<file path="src/rtl/uart_frame_receiver_pkg.sv">
// Shared frame constants and state type for the 8N2 UART frame receiver.
package uart_frame_receiver_pkg;

    localparam int FRAME_BITS = 11;   // start + 8 data + 2 stop
    localparam int DATA_BITS  = 8;
    localparam int START_IDX  = 1;
    localparam int STOP1_IDX  = 10;
    localparam int STOP2_IDX  = 11;
    localparam int BIT_IDX_W  = 4;    // holds bit indices 1..11

    typedef enum logic {
        ST_IDLE = 1'b0,
        ST_BUSY = 1'b1
    } rx_state_t;

endpackage

</file>
<file path="src/rtl/uart_frame_receiver_if.sv">
// Receiver-side signal bundle: serial line in, frame status and captured bits out.
// OK acts as a one-cycle valid for sample; there is no ready, so the consumer
// must take sample[9:2] in the cycle OK is high (it stays stable until the
// next frame's first sampling edge anyway).
interface uart_frame_receiver_if;
    import uart_frame_receiver_pkg::*;

    logic                 RX;
    logic                 OK;
    logic                 catch;
    logic [FRAME_BITS:1]  sample;
    rx_state_t            dbg_state;

    modport slave  (input  RX, output OK, catch, sample, dbg_state);
    modport master (output RX, input  OK, catch, sample, dbg_state);

endinterface

</file>
<file path="src/rtl/uart_frame_receiver.sv">
// 8N2 UART frame receiver: start detect on idle-high line, mid-bit sampling of
// 11 bit-times, parallel capture of all bits, single-cycle OK on a clean frame.
module uart_frame_receiver
    import uart_frame_receiver_pkg::*;
#(
    parameter int CLKS_PER_BIT = 5,
    parameter int COUNT_W      = 6
) (
    input  logic                  CLK,
    input  logic                  RST,
    uart_frame_receiver_if.slave  bus
);

    // Offset of the bit centre inside one bit period.
    localparam int H = CLKS_PER_BIT / 2;

    rx_state_t               r_state;
    rx_state_t               w_state_nxt;
    logic [COUNT_W-1:0]      r_count;
    logic [COUNT_W-1:0]      w_count_nxt;
    logic [BIT_IDX_W-1:0]    r_bit_k;
    logic [BIT_IDX_W-1:0]    w_bit_k_nxt;
    logic [FRAME_BITS:1]     r_sample;
    logic [FRAME_BITS:1]     w_sample_nxt;
    logic                    r_ok;
    logic                    w_ok_nxt;
    logic [COUNT_W-1:0]      w_tick_count;
    logic                    w_tick;

    // Frame-clock value at which the bit currently awaited is at its centre.
    assign w_tick_count = COUNT_W'(CLKS_PER_BIT * (int'(r_bit_k) - 1) + H);
    assign w_tick       = (r_state == ST_BUSY) && (r_count == w_tick_count);

    // Next-state, counter, capture and OK decisions.
    always_comb begin
        w_state_nxt  = r_state;
        w_count_nxt  = r_count;
        w_bit_k_nxt  = r_bit_k;
        w_sample_nxt = r_sample;
        w_ok_nxt     = 1'b0;
        case (r_state)
            ST_IDLE: begin
                if (!bus.RX) begin
                    w_state_nxt = ST_BUSY;
                    w_count_nxt = '0;
                    w_bit_k_nxt = BIT_IDX_W'(START_IDX);
                end
            end
            ST_BUSY: begin
                w_count_nxt = r_count + 1'b1;
                if (w_tick) begin
                    for (int k = START_IDX; k <= STOP2_IDX; k++) begin
                        if (r_bit_k == BIT_IDX_W'(k)) begin
                            w_sample_nxt[k] = bus.RX;
                        end
                    end
                    if ((r_bit_k == BIT_IDX_W'(START_IDX)) && bus.RX) begin
                        // Start bit was a glitch: drop back to idle silently.
                        w_state_nxt = ST_IDLE;
                        w_count_nxt = '0;
                    end else if (r_bit_k == BIT_IDX_W'(STOP2_IDX)) begin
                        // Second stop bit ends the frame; RX is used live
                        // because sample[11] only lands on this same edge.
                        w_state_nxt = ST_IDLE;
                        w_count_nxt = '0;
                        w_ok_nxt    = !r_sample[START_IDX] && r_sample[STOP1_IDX] && bus.RX;
                    end else begin
                        w_bit_k_nxt = r_bit_k + 1'b1;
                    end
                end
            end
            default: begin
                w_state_nxt = ST_IDLE;
                w_count_nxt = '0;
            end
        endcase
    end

    // State, frame counter, capture register and OK pulse.
    always_ff @(posedge CLK or posedge RST) begin
        if (RST) begin
            r_state  <= ST_IDLE;
            r_count  <= '0;
            r_bit_k  <= '0;
            r_sample <= '0;
            r_ok     <= 1'b0;
        end else begin
            r_state  <= w_state_nxt;
            r_count  <= w_count_nxt;
            r_bit_k  <= w_bit_k_nxt;
            r_sample <= w_sample_nxt;
            r_ok     <= w_ok_nxt;
        end
    end

    assign bus.catch     = (r_state == ST_BUSY);
    assign bus.OK        = r_ok;
    assign bus.sample    = r_sample;
    assign bus.dbg_state = r_state;

endmodule

</file>
<file path="src/flat_wrapper.sv">
// flat-port wrapper written by rule: the top's interface ports become plain ports
module uart_frame_receiver_flat import uart_frame_receiver_pkg::*;
#(
    parameter int CLKS_PER_BIT = 5,
    parameter int COUNT_W      = 6
)
  (CLK, RST, bus_RX, bus_OK, bus_catch, bus_sample, bus_dbg_state);
  uart_frame_receiver_if bus_i ();
  input  logic CLK;
  input  logic RST;
  input wire logic [$bits(bus_i.RX)-1:0] bus_RX;
  output wire logic [$bits(bus_i.OK)-1:0] bus_OK;
  output wire logic [$bits(bus_i.catch)-1:0] bus_catch;
  output wire logic [$bits(bus_i.sample)-1:0] bus_sample;
  output wire logic [$bits(bus_i.dbg_state)-1:0] bus_dbg_state;
  assign bus_i.RX = bus_RX;
  assign bus_OK = bus_i.OK;
  assign bus_catch = bus_i.catch;
  assign bus_sample = bus_i.sample;
  assign bus_dbg_state = bus_i.dbg_state;
  uart_frame_receiver #(.CLKS_PER_BIT(CLKS_PER_BIT), .COUNT_W(COUNT_W)) u_core (.CLK(CLK), .RST(RST), .bus(bus_i));
endmodule
</file>
<file path="config.mk">
export PLATFORM = sky130hd
export DESIGN_NAME = uart_frame_receiver_flat
export DESIGN_NICKNAME = d
export VERILOG_FILES = /design/src/rtl/uart_frame_receiver_pkg.sv /design/src/rtl/uart_frame_receiver_if.sv /design/src/rtl/uart_frame_receiver.sv /design/src/flat_wrapper.sv
export SDC_FILE = /design/constraint.sdc
export NUM_CORES = 1
export LEC_CHECK = 0
export CAP_MARGIN = 0
export CELL_PAD_IN_SITES_DETAIL_PLACEMENT = 0
export CELL_PAD_IN_SITES_GLOBAL_PLACEMENT = 1
export CORE_MARGIN = 3
export CORE_UTILIZATION = 47
export DETAILED_ROUTE_END_ITERATION = 7
export GPL_TIMING_DRIVEN = 1
export PLACE_DENSITY_LB_ADDON = 0.1
export SKIP_CTS_REPAIR_TIMING = 1
export SLEW_MARGIN = 20
export SYNTH_ARGS = -nofsm -noshare
export SYNTH_HDL_FRONTEND = slang
export SYNTH_SLANG_ARGS = --single-unit
</file>
<file path="constraint.sdc">
create_clock -name CLK -period 6.1 [get_ports CLK]
set_input_delay 0.61 -clock CLK [delete_from_list [all_inputs] [get_ports CLK]]
set_output_delay 0.61 -clock CLK [all_outputs]
set_load 0.01 [all_outputs]
</file>
==> out/metrics.sh <==
MAX_CAP_VIOLATIONS=0
DIE_AREA_SQ_MM=0.00398
SYNTHMUXAREASHARE=0.0809
MULTI_INPUT_COMB_AREA_SQ_UM=882
SYNTH.TOP_CELLS.BY_AREA='dfrtp_1, ha_1, mux2_2'
WORSTSETUPSTARTPOINTTYPE='register'
WORST_EP_ARRIVAL_TIME_PS=3990
DIE_H_UM=63.1
SEQCELLAREA_SQ_UM=576
NETLIST_AREA_SQ_MM=0.00153
SYNTH_FA_HA_AREA_FRAC=0.111
ROUTEDWLPERCELL_UM=14.6
POST_ROUTE_STANDARD_CELL_AREA_EXCLUDING_FILLERS_SQ_MM=0.00173
MOSTFREQUENTLAYOUTCELL='dfrtp_1'
SYNTH_SIMPLE_GATE_AREA_SHARE=0.173
CLKTRANSATPATHREGS_PS=130
TIMING.FINAL.MAX_SLEW_VIOLATIONS=0
WORST_CLOCK_SKEW_PS=4.82
INTERNAL-POWER_mW=0.181
DRT_PRE_ANTENNA_ITERS=4
TOTAL_LEAKAGE_POWER_nW=0.725
IO_PINS=17
CP_DATA_REQUIRED_TIME_PS=6310
INITIALDRTVIOLATIONCOUNT=52
SYN-MEAN-INSTANCE-AREA_SQ_UM=10.3
SYNTH_SEQUENTIAL_AREA_RATIO=0.376
IR_WORST_VDD_mV=0.0989
P_SW_mW=0.0517
FIN_SETUP_TNS_PS=0
NUMBER_OF_BUFFERS_ON_THE_LONGEST_CLOCK_PATH=2
WORST_HOLD_SLACK_PS=526
PLACEABLECOREAREA_SQ_MM=0.00308
GRT_SETUP_UNREPAIRED='false'
PLACE_CONGESTION=0.812
POST_SYNTH_XOR_AREA_FRACTION=0.0686
AREA.GROWTH.SYNTH_TO_FINAL_PCT=12.7
POWER-PER-CELL-AREA_mW_PER_MM2=135
SLEW-LIMIT-HEADROOM=0.418
SYNTHDOMINANTAREACELLTYPE='dfrtp_1'
POWER.COMBINATIONAL.FRACTION=0.029
CTS_HTREE_LEVELS=1
SYNTH_CELL_TYPES=40
VIAS_IN_THE_FIRST_GLOBAL_ROUTE=1179
INITIAL_UTIL=0.498
FINISH.NET_COUNT=177
CLOCK-ROOT-BUFFER='clkbuf_4'
YOSYS.AREA.TOP_TYPE_SHARE=0.376
CTS_INSERTED_BUFFERS=3
DETAIL_ROUTE.VIAS_PER_CELL=5.54
MIN_PERIOD_PS=3770
DETAILED_PLACE.AREA_SQ_MM=0.00170
SYNTH_CELLS=149
INSERTEDDIODECOUNT=0
POST-DP-HPWL_MM=2.20
FP.DIEW_UM=63.1
POWER.SHARE.CLOCK=0.312
RUN_STATUS='finished, final reports clean'
SYNTH_SEQ_CELLS=23
GRT_OVERFLOW_TOTAL=0
CTS_TREE='done'
DRC=0
SYNTH_TOP_FAMILY_BY_AREA='simple AND/OR/NAND/NOR gates'
FINAL.PERIOD_UTILIZATION=0.619
NET_SWITCHING_FRACTION_OF_THE_POWER=0.222
PATH_MAX_FANOUT=17
CRITICALPATHCATEGORY='register to register'
FINAL_LAYOUT_SIZE_SUFFIX_GT1_FRAC=0.131
CLK-INSERTION-DELAY-LATE_PS=310
SETUP-VIOLATIONS-FINAL=0
VIAS=1131
ROUTE.FINAL.WIRE_LENGTH_MM=2.98
CLOCK_SINKS=23
CRIT_PATH_END_KIND='register'
PIN_COUNT_OF_THE_BIGGEST_NET_ENTERING_GLOBAL_ROUTING=24
WORST-SLEW-PIN-TRANSITION_PS=872
HOLD_VIOL=0
HOLD_CLASS='register to register'
FILLERS=281
IO_BUFFERS=16
FMAXACHIEVABLE_MHz=265
ANTENNA_VIOLATING_NETS_POST_ROUTE=0
P_SEQ_FRAC=0.659
NUM_ROWS=20
GRT_ANTENNA_BEFORE_REPAIR=0
YS_WARN_COUNT=0
GRT_FIRST_PASS_WIRELENGTH_MM=5.38
SYNTH_COMPOUND_AREA_FRAC=0.142
MOST-COMMON-LAYOUT-CELLS='dfrtp_1, clkdlybuf4s50_1, ha_1'
SYN-NUM-NETS=165
GRT.TOTAL_USAGE=0.166
==> final cells by class <==
| class | count | share of cell area |
|---|---|---|
| multi-input cells | 110 | 0.511 |
| flip-flops and latches | 23 | 0.334 |
| well taps | 44 | 0.0319 |
| inverters | 7 | 0.0152 |
| clock buffers | 4 | 0.0152 |
| repair buffers | 16 | 0.0928 |
==> power by group through the flow <==
| stage | clock network, mW | registers [mW] | logic [mW] |
|---|---|---|---|
| after detailed placement | 0 | 0.156 | 0.00726 |
| after CTS | 0.0750 | 0.153 | 0.00714 |
| after floorplan | 0 | 0.156 | 0.00343 |
| final | 0.0724 | 0.153 | 0.00681 |
| after global placement | 0 | 0.156 | 0.00694 |
| after global routing | 0.0794 | 0.153 | 0.00782 |
==> state kept, by name (all words and copies together), names as in the netlist <==
| signal | cells |
|---|---|
| u_core.bus.sample | 11 |
| u_core.r_count | 6 |
| u_core.r_bit_k | 4 |
| u_core.bus.OK | 1 |
| u_core.bus.catch | 1 |
==> synthesized netlist by cell type (all sizes together) <==
cell / instances
inv: 7
nor2b: 2
and2: 1
clkbuf: 5
nor3: 9
and4b: 1
fa: 1
or4: 2
nand3: 7
o211a: 1
or2: 1
and3: 1
o211ai: 5
ha: 12
mux2: 11
o31ai: 1
a32o: 5
nor2: 7
dfrtp: 23
nand2b: 2
nor4: 4
nand4: 1
o22a: 1
a21oi: 5
xnor2: 7
xor2: 5
a22o: 1
nand2: 8
a21bo: 1
or3: 3
buf: 4
o21ai: 4
o221ai: 1
==> cells by family (layout without fill, tap and decap cells) <==
family / count (synthesis) / count (layout)
adder cells (fa/ha/maj): 13 / 13
AND/OR/NAND/NOR: 49 / 49
flip-flops: 23 / 23
XOR/XNOR: 12 / 12
AO/OA/AOI/OAI: 25 / 25
buffers and inverters: 16 / 27
multiplexers: 11 / 11
==> worst paths after layout <==
path	slack (ps)	from	to	depth (start not counted)
setup / recovery	2330	u_core.r_bit_k[0]	u_core.r_count[4]	12
hold / removal	530	u_core.bus.sample[4]	u_core.bus.sample[4]	1
min in group asynchronous	760	RST	u_core.bus.sample[11]	2
setup reg to reg	2330	u_core.r_bit_k[0]	u_core.r_count[4]	12
max in group asynchronous	4810	RST	u_core.r_count[2]	2
hold reg to reg	530	u_core.bus.sample[4]	u_core.bus.sample[4]	1
==> stage by stage <==
stage | setup slack [ps] | instances | power (mW) | util
after detailed placement | 2360 | 200 | 0.163 | 0.552
after CTS | 2320 | 204 | 0.235 | 0.561
final | 2330 | 204 | 0.232 | 0.561
after global routing | 1980 | 204 | 0.240 | 0.561
after global placement | 2460 | 200 | 0.163 | 0.552
after floorplan | 2750 | 149 | 0.159 | -
==> per-layer routing <==
layer	vias to the layer above	part of all wire	GRT usage
met1	549	0.49	0.233
met2	15	0.47	0.265
met3	4	0.021	0.0178
li1	563	-	-
met4	0	0.0097	0.0579
met5	-	0	0
==> worst max-delay path, cell delays in order, from the launching register on <==
cell and delay, ps:
dfrtp_1 580, inv_1 190, ha_1 280, xor2_1 190, ha_1 310, ha_1 210, fa_1 450, xnor2_1 180
nand4_1 100, nor2_1 220, o21ai_4 170, or3_1 480, a32o_1 290
Note: power is estimated with default switching activity, not from simulation.
